<file path="src/rtl/mem_port_arbiter.sv">
// Shares one split-handshake memory port between IF (inst) and MEM (data) requesters; owner FIFO routes data_ok back in order.
// Zero added latency; optional round-robin grant under MEM_ARB_RR_EN (default: fixed data priority).
module mem_port_arbiter #(
    parameter int OT_DEPTH = 4,
    parameter int ADDR_W   = 32,
    parameter int DATA_W   = 32
) (
    input  logic                     clk,
    input  logic                     rst,
    input  logic                     inst_req,
    input  logic [ADDR_W-1:0]        inst_addr,
    output logic                     inst_addr_ok,
    output logic                     inst_data_ok,
    output logic [DATA_W-1:0]        inst_rdata,
    input  logic                     inst_cancel,
    input  logic                     data_req,
    input  logic                     data_wr,
    input  logic [1:0]               data_size,
    input  logic [DATA_W/8-1:0]      data_wstrb,
    input  logic [ADDR_W-1:0]        data_addr,
    input  logic [DATA_W-1:0]        data_wdata,
    output logic                     data_addr_ok,
    output logic                     data_data_ok,
    output logic [DATA_W-1:0]        data_rdata,
    output logic                     mem_req,
    output logic                     mem_wr,
    output logic [1:0]               mem_size,
    output logic [DATA_W/8-1:0]      mem_wstrb,
    output logic [ADDR_W-1:0]        mem_addr,
    output logic [DATA_W-1:0]        mem_wdata,
    input  logic                     mem_addr_ok,
    input  logic                     mem_data_ok,
    input  logic [DATA_W-1:0]        mem_rdata,
    output logic [$clog2(OT_DEPTH):0] ot_cnt,
    output logic                     resp_err
);

    localparam int PW = $clog2(OT_DEPTH);
    localparam int CW = PW + 1;

    typedef enum logic {
        OWN_INST = 1'b0,
        OWN_DATA = 1'b1
    } owner_t;

    owner_t                sel;
    owner_t                lock_own;
    logic                  locked;
    logic [PW-1:0]         wr_ptr;
    logic [PW-1:0]         rd_ptr;
    logic [CW-1:0]         cnt;
    logic [OT_DEPTH-1:0]   own_q;
    logic [OT_DEPTH-1:0]   drop_q;
    logic [OT_DEPTH-1:0]   own_nxt;
    logic [OT_DEPTH-1:0]   drop_nxt;
    logic                  full;
    logic                  empty;
    logic                  push;
    logic                  pop;
    logic                  head_own;
    logic                  head_drop;

    assign full  = (cnt == CW'(OT_DEPTH));
    assign empty = (cnt == '0);

`ifdef MEM_ARB_RR_EN
    owner_t last_grant;

    always_comb begin
        sel = OWN_INST;
        if (locked)
            sel = lock_own;
        else if (data_req && inst_req)
            sel = (last_grant == OWN_INST) ? OWN_DATA : OWN_INST;
        else if (data_req)
            sel = OWN_DATA;
    end

    always_ff @(posedge clk or posedge rst) begin
        if (rst)
            last_grant <= OWN_INST;
        else if (push)
            last_grant <= sel;
    end
`else
    always_comb begin
        sel = OWN_INST;
        if (locked)
            sel = lock_own;
        else if (data_req)
            sel = OWN_DATA;
    end
`endif

    // A pop in the same cycle as full does not open a slot for a push.
    assign mem_req = (inst_req | data_req) & ~full;
    assign push    = mem_req & mem_addr_ok;
    assign pop     = mem_data_ok & ~empty;

    always_comb begin
        mem_wr    = 1'b0;
        mem_size  = 2'd2;
        mem_wstrb = '0;
        mem_wdata = '0;
        mem_addr  = inst_addr;
        if (sel == OWN_DATA) begin
            mem_wr    = data_wr;
            mem_size  = data_size;
            mem_wstrb = data_wstrb;
            mem_wdata = data_wdata;
            mem_addr  = data_addr;
        end
    end

    assign inst_addr_ok = push & (sel == OWN_INST);
    assign data_addr_ok = push & (sel == OWN_DATA);

    // A cancel in the pop cycle also silences the head being popped.
    assign head_own     = own_q[rd_ptr];
    assign head_drop    = drop_q[rd_ptr] | inst_cancel;
    assign inst_data_ok = pop & ~head_own & ~head_drop;
    assign data_data_ok = pop & head_own;
    assign inst_rdata   = mem_rdata;
    assign data_rdata   = mem_rdata;
    assign ot_cnt       = cnt;

    always_comb begin
        own_nxt  = own_q;
        drop_nxt = drop_q;
        if (inst_cancel)
            drop_nxt = drop_q | ~own_q;
        if (push) begin
            own_nxt[wr_ptr]  = (sel == OWN_DATA);
            drop_nxt[wr_ptr] = (sel == OWN_INST) & inst_cancel;
        end
    end

    always_ff @(posedge clk or posedge rst) begin
        if (rst) begin
            wr_ptr <= '0;
            rd_ptr <= '0;
            cnt    <= '0;
            own_q  <= '0;
            drop_q <= '0;
        end else begin
            own_q  <= own_nxt;
            drop_q <= drop_nxt;
            if (push)
                wr_ptr <= wr_ptr + PW'(1);
            if (pop)
                rd_ptr <= rd_ptr + PW'(1);
            case ({push, pop})
                2'b10:   cnt <= cnt + CW'(1);
                2'b01:   cnt <= cnt - CW'(1);
                default: cnt <= cnt;
            endcase
        end
    end

    always_ff @(posedge clk or posedge rst) begin
        if (rst) begin
            locked   <= 1'b0;
            lock_own <= OWN_INST;
        end else if (push) begin
            locked <= 1'b0;
        end else if (mem_req && !mem_addr_ok) begin
            locked   <= 1'b1;
            lock_own <= sel;
        end
    end

    always_ff @(posedge clk or posedge rst) begin
        if (rst)
            resp_err <= 1'b0;
        else if (mem_data_ok && empty)
            resp_err <= 1'b1;
    end

endmodule
</file>
<file path="config.mk">
export PLATFORM = sky130hd
export DESIGN_NAME = mem_port_arbiter
export DESIGN_NICKNAME = d
export VERILOG_FILES = /design/src/rtl/mem_port_arbiter.sv
export SDC_FILE = /design/constraint.sdc
export NUM_CORES = 1
export LEC_CHECK = 0
export BUFFER_PORTS_ARGS = -buffer_cell sky130_fd_sc_hd__buf_2
export CAP_MARGIN = 5
export CELL_PAD_IN_SITES_DETAIL_PLACEMENT = 1
export CELL_PAD_IN_SITES_GLOBAL_PLACEMENT = 1
export CORE_MARGIN = 2
export CORE_UTILIZATION = 19
export CTS_CLUSTER_SIZE = 24
export DETAILED_ROUTE_END_ITERATION = 16
export GPL_TIMING_DRIVEN = 0
export PLACE_DENSITY = 0.8
export SLEW_MARGIN = 20
export SYNTH_ARGS = -nofsm -noshare
export SYNTH_HDL_FRONTEND = slang
export SYNTH_SLANG_ARGS = --single-unit
</file>
<file path="constraint.sdc">
create_clock -name clk -period 2.5 [get_ports clk]
set_input_delay 0.375 -clock clk [delete_from_list [all_inputs] [get_ports clk]]
set_output_delay 0.375 -clock clk [all_outputs]
set_load 0.005 [all_outputs]
</file>
==> impl_metrics.ini, run 1 <==
[run_status]
status = finished clean

[placed_design]
portBuffers = 253
hpwlAfterDp_um = 8350
pre_cts_ws_ps = 134
placed_area_um2 = 3580
place_congestion = 0.773

[grt]
grt_max_degree = 19
grt_pass1_wl_um = 13300
grtUsageTotal_pct = 13.8
grt_overflow = 0
grt_pass1_vias = 2840
antenna_found_initial = 0

[layout]
fin_util_pct = 33.4
layout.area.seq_um2 = 450
diodes = 0
num-fill-cells = 1449
syn_to_final_growth_pct = 70.0
multi_input_area_um2 = 1120
nets = 702
drive_above_1_share_pct = 60.9
stdcell_area_um2 = 3630

[critical_path]
cp.required_ps = 2680
critPathArrivalTime_ps = 2380
cp-end-kind = flop
crit_path_start_kind = flop
critPathMaxFanout = 7
critPathKind = flop to flop

[timing]
worst_slew_pin_slew_ps = 693
fin_ws_ps = 302
max_freq_ghz = 0.455
hold_violations = 0
relSlewSlack_pct = 53.8
skew_ps = 3.90
grt_setup_unrepaired = no
post-route-period-util_pct = 87.9
slew_viol_final = 0
tns_ps = 0
post-route-min-period_ps = 2200
setup_viol = 0

[floorplan]
die_h_um = 110
row_count = 38
dieArea_um2 = 12100
initial_core_util_pct = 19.6
io_pins = 286
core_um2 = 10900
die-width_um = 110

[detailed_routing]
wl_per_cell_um = 13.3
wirelength_um = 9200
remaining_drc_errors = 0
ant_nets = 0
routed_via_density = 4.00
firstDrtPassIters = 4
vias = 2772
drtIter0Drc = 81

[yosys]
yosys_warnings = 0
synth_edf_count = 0
syn_nets = 444
synth_area_leaders = buf_4, dfrtp_1, nand2_1
synth-seq-cells = 18
synth.most_common_cell = nand2_1
ys.flop_type = dfrtp_1
seq_area_frac_synth_pct = 21.1
ys_async_sr_fraction_pct = 100
syn_area_um2 = 2140
syn-instance-count = 296
synth.avg_cell_area_um2 = 7.22
ys_types = 30
synth_top_area_share_pct = 22.5
synth_top_cell_by_area = buf_4
synthTopCellsByCount = nand2_1, buf_4, and2_1

[clock_network]
insertion_delay_ps = 260
post_cts_resized = 0
clkTransAtPathRegs_ps = 70
cts_max_level = 1
cts.path.max_buffers = 2
hold_buffers = 0
cts_inserted_buffers = 3
cts_setup_buffers = 0
cts_tree = built
cts_sinks = 18
cts_root_buffer = clkbuf_8

[hold_path]
worst_hold_path_type = input port to async pin

[pwr]
p_leak_nw = 2.23
powerDensity_nw_per_um2 = 709
ir_worst_vdd_mv = 0.447

[flow_run]
cap_viol_max_count = 0
[per-stage QoR]
stage | hold WS (ps) | cells | total power [mW]
5_1_grt | 271 | 693 | 2.84
6_report | 209 | 693 | 2.58
2_1_floorplan | 314 | 296 | 1.57
3_3_place_gp | 435 | 689 | 2.29
4_1_cts | 238 | 693 | 2.64
3_5_place_dp | 478 | 689 | 2.38
[flip-flops by register name (all words and copies together) (netlist names)]
signal and flops:
wr_ptr 2, own_q 4, drop_q 4, lock_own 1
ot_cnt 3, resp_err 1, locked 1, rd_ptr 2
[cell type report]
class	count	area share (%)
Timing Repair Buffer	253	34.8
Multi-Input combinational cell	194	30.9
Buffer	75	14.6
Sequential cell	18	12.4
Tap cell	140	4.82
Clock buffer	4	1.51
Inverter	9	0.929
[worst max-delay path: stages, from the launching register on]
cell      delay, ps
dfrtp_1         480
or3b_4          460
nand3b_4        130
ha_1            210
inv_1            60
fa_1            370
xor2_1          150
nor2_1          110
xor2_1          150
[logic make-up (layout without fill, tap and decap cells)]
group / count (synthesis) / count (layout) / share of synthesized area [%]
flip-flops: 18 / 18 / 21.1
adder cells (fa/ha/maj): 6 / 6 / 3.86
XOR/XNOR: 6 / 6 / 2.46
buffers and inverters: 84 / 341 / 26.3
AO/OA/AOI/OAI: 11 / 11 / 3.04
AND/OR/NAND/NOR: 158 / 158 / 35.6
multiplexers: 13 / 13 / 7.61
[placed cells by master (no fill, tap or decap), drive strengths merged, types with 5 or more instances in the layout]
cell type / netlist / final
nor3: 5 / 5
clkbuf: 5 / 9
nor2: 5 / 5
buf: 70 / 323
mux2i: 8 / 8
inv: 9 / 9
ha: 5 / 5
nand2: 101 / 101
and2: 39 / 39
dfrtp: 18 / 18
[per-layer routing]
layer	up-vias	GRT usage [%]	wire length, um
met5	-	0	0
met4	0	3.16	133
met3	13	3.17	733
met2	127	28.3	5240
met1	1268	13.7	3100
li1	1364	-	-
[power breakdown]
group | switching, mW | internal (mW)
clock network | 0.102 | 0.140
registers | 0.149 | 0.432
logic | 0.883 | 0.870
total | 1.13 | 1.44
[worst paths after layout]
check                                   endpoint             startpoint  slack (ps)  cells after the start
setup / recovery           ot_cnt[2]$_DFFE_PP0P_  ot_cnt[0]$_DFFE_PP0P_         300                      8
hold / removal                locked$_DFFE_PP0P_                    rst         210                      2
setup reg to reg           ot_cnt[2]$_DFFE_PP0P_  ot_cnt[0]$_DFFE_PP0P_         300                      8
hold reg to reg             resp_err$_DFFE_PP0P_   resp_err$_DFFE_PP0P_         470                      1
max in group asynchronous  ot_cnt[2]$_DFFE_PP0P_                    rst        1850                      2
min in group clk            resp_err$_DFFE_PP0P_            mem_data_ok         350                      2
No activity file was read; power rests on OpenSTA's default activity.
==> run 2, diff against run 1 <==
--- a/config.mk
+++ b/config.mk
@@ -5,12 +5,14 @@
 export SDC_FILE = /design/constraint.sdc
 export NUM_CORES = 1
 export LEC_CHECK = 0
+export ABC_AREA = 1
 export BUFFER_PORTS_ARGS = -buffer_cell sky130_fd_sc_hd__buf_2
 export CAP_MARGIN = 5
 export CELL_PAD_IN_SITES_DETAIL_PLACEMENT = 1
 export CELL_PAD_IN_SITES_GLOBAL_PLACEMENT = 1
 export CORE_MARGIN = 2
 export CORE_UTILIZATION = 19
+export CTS_CLUSTER_DIAMETER = 100
 export CTS_CLUSTER_SIZE = 24
 export DETAILED_ROUTE_END_ITERATION = 16
 export GPL_TIMING_DRIVEN = 0
==> constraint.sdc (replaced) <==
create_clock -name clk -period 2.5 [get_ports clk]
set_input_delay 0.125 -clock clk [delete_from_list [all_inputs] [get_ports clk]]
set_output_delay 0.125 -clock clk [all_outputs]
set_load 0.005 [all_outputs]
==> run 2 against run 1 <==
The flow now finishes with violations (negative hold slack); non-clock buffer count unchanged; combinational power up 14%; clock power up 50%; die area is 7.6% higher; synthesized area increased by 7.9%; synthesized cell count rose by 33%; clock skew shrank 2.8 ps; clock-buffer cell count unchanged; sequential share of layout area is 0.67 points lower; worst setup slack gained 170 ps; critical path depth grew 2.
==> impl_metrics.ini, run 2 <==
[run_status]
status = finished, violations left
violations = negative hold slack

[pwr]
p_seq_share_pct = 19.3
pwr-share-comb_pct = 68.2
p_switching_mw = 1.41
swShare_pct = 48.3
powerDensity_nw_per_um2 = 759
p_leak_nw = 2.60
pwr-share-clk_pct = 12.5
ir_worst_vdd_mv = 0.616
internal-power_mw = 1.51

[grt]
grt_pass1_vias = 3113
grtUsageTotal_pct = 16.5
grt_overflow = 0
grt_pass1_wl_um = 16600
antenna_found_initial = 0
grt_max_degree = 19

[clock_network]
cts_max_level = 1
cts_tree = built
cts_inserted_buffers = 3
cts.path.max_buffers = 2
cts_sinks = 18
cts_setup_buffers = 0
insertion_delay_ps = 250
cts_root_buffer = clkbuf_16
hold_buffers = 0
post_cts_resized = 0
clkTransAtPathRegs_ps = 50

[detailed_routing]
remaining_drc_errors = 0
wirelength_um = 11600
firstDrtPassIters = 4
routed_via_density = 3.93
drtIter0Drc = 87
ant_nets = 0
vias = 3126
wl_per_cell_um = 14.6

[floorplan]
dieArea_um2 = 13000
io_pins = 286
row_count = 40
die_h_um = 114
die-width_um = 114
core_um2 = 11900
initial_core_util_pct = 19.4

[critical_path]
critPathArrivalTime_ps = 2210
cp.required_ps = 2680
ff2ff_setup_slack_ps = 470
critPathKind = flop to flop
crit_path_start_kind = flop
critPathMaxFanout = 9
r2r_cells = 10
cp-end-kind = flop

[yosys]
synth.avg_cell_area_um2 = 5.87
synth_area_leaders = nand2_1, buf_4, dfrtp_1
ys.flop_type = dfrtp_1
syn_area_um2 = 2310
ys_async_sr_fraction_pct = 100
synth_edf_count = 0
synth_top_cell_by_area = nand2_1
syn_nets = 541
synth.most_common_cell = nand2_1
synth_top_area_share_pct = 24.9
yosys_warnings = 0
ys_types = 23
syn-instance-count = 393
synth-seq-cells = 18
seq_area_frac_synth_pct = 19.5
synthTopCellsByCount = nand2_1, buf_4, inv_1

[timing]
hold_violations = 18
slew_viol_final = 0
setup_viol = 0
relSlewSlack_pct = 51.8
tns_ps = 0
worst_slew_pin_slew_ps = 723
post-route-period-util_pct = 81.1
fin_ws_ps = 473
post-route-min-period_ps = 2030
grt_setup_unrepaired = no
whs_ps = -13.9
max_freq_ghz = 0.493
skew_ps = 1.08

[layout]
num-fill-cells = 1629
syn_to_final_growth_pct = 66.5
layout_commonest_cell = buf_2
nets = 798
stdcell_count = 796
final_cell_mix = buf_2, nand2_1, buf_4, inv_1, nor2_1
stdcell_area_um2 = 3840
drive_above_1_share_pct = 53.2
diodes = 0

[placed_design]
placed_area_um2 = 3750
portBuffers = 252
place_congestion = 0.779
dp.cells = 792
pre_cts_ws_ps = 495
hpwlAfterDp_um = 10200

[hold_path]
worst_hold_path_type = input port to async pin

[flow_run]
cap_viol_max_count = 0
-- run 2: changes by cell type after synthesis, moves of 8 or more --
cell,before,now
and2_1,39,0
inv_1,9,53
mux2i_1,8,0
nand2_1,101,153
nand4_1,0,12
nor2_1,5,47
-- run 2: worst paths after layout --
check / startpoint / endpoint
max in group asynchronous: rst / own_q[0]$_DFFE_PP0P_
worst min register to register: resp_err$_DFFE_PP0P_ / resp_err$_DFFE_PP0P_
worst min-delay path: rst / rd_ptr[0]$_DFFE_PP0P_
worst max-delay path: ot_cnt[0]$_DFFE_PP0P_ / ot_cnt[2]$_DFFE_PP0P_
min in group clk: mem_data_ok / resp_err$_DFFE_PP0P_
worst max register to register: ot_cnt[0]$_DFFE_PP0P_ / ot_cnt[2]$_DFFE_PP0P_
-- run 2: kinds of logic (layout without fill, tap and decap cells) --
logic type      count (synthesis)  in the layout  synth area share, %
simple gates                  224            224                 39.4
buf+inv                       133            389                 33.5
fa+ha+maj                       6              6                 3.58
xor+xnor                        2              2                0.759
compound gates                 10             10                 3.25
flops                          18             18                 19.5
-- run 2: critical path: stages (launching register included) --
cell	delay, ps
dfrtp_1	440
nor2_4	220
a21oi_4	130
nand2_4	150
ha_1	160
inv_1	70
fa_1	390
nor2_1	130
nor2_1	50
nand2_1	60
xor2_1	140
-- run 2: power by group through the flow --
stage                     sequential (mW)  combinational [mW]  clock (mW)
final                               0.562                1.99       0.364
after global routing                0.585                2.28       0.384
after CTS                           0.562                2.05       0.369
after detailed placement            0.565                2.02           0
after global placement              0.559                1.97           0
after floorplan                     0.533                1.14           0
-- run 2: routing by layer --
layer  up-vias  track usage, %  part of all wire (%)
met5         -               0                     0
met1      1376            19.5                    40
met2       141            27.9                    46
met3         5            7.94                    13
met4         0            2.20                  0.49
li1       1604               -                     -
-- run 2: final cells by class --
cell class | instances | area (um2) | share of cell area [%]
Inverter | 57 | 214 | 5.57
Tap cell | 147 | 184 | 4.79
Multi-Input combinational cell | 242 | 1080 | 28.2
Sequential cell | 18 | 450 | 11.7
Clock buffer | 4 | 88.8 | 2.31
Buffer | 76 | 558 | 14.5
Timing Repair Buffer | 252 | 1260 | 32.8
-- run 2: through the flow --
step	util (%)	power [mW]
floorplan	-	1.68
global placement	31.5	2.53
detailed placement	31.5	2.58
CTS	32.2	2.98
global route	32.2	3.25
finish	32.2	2.91
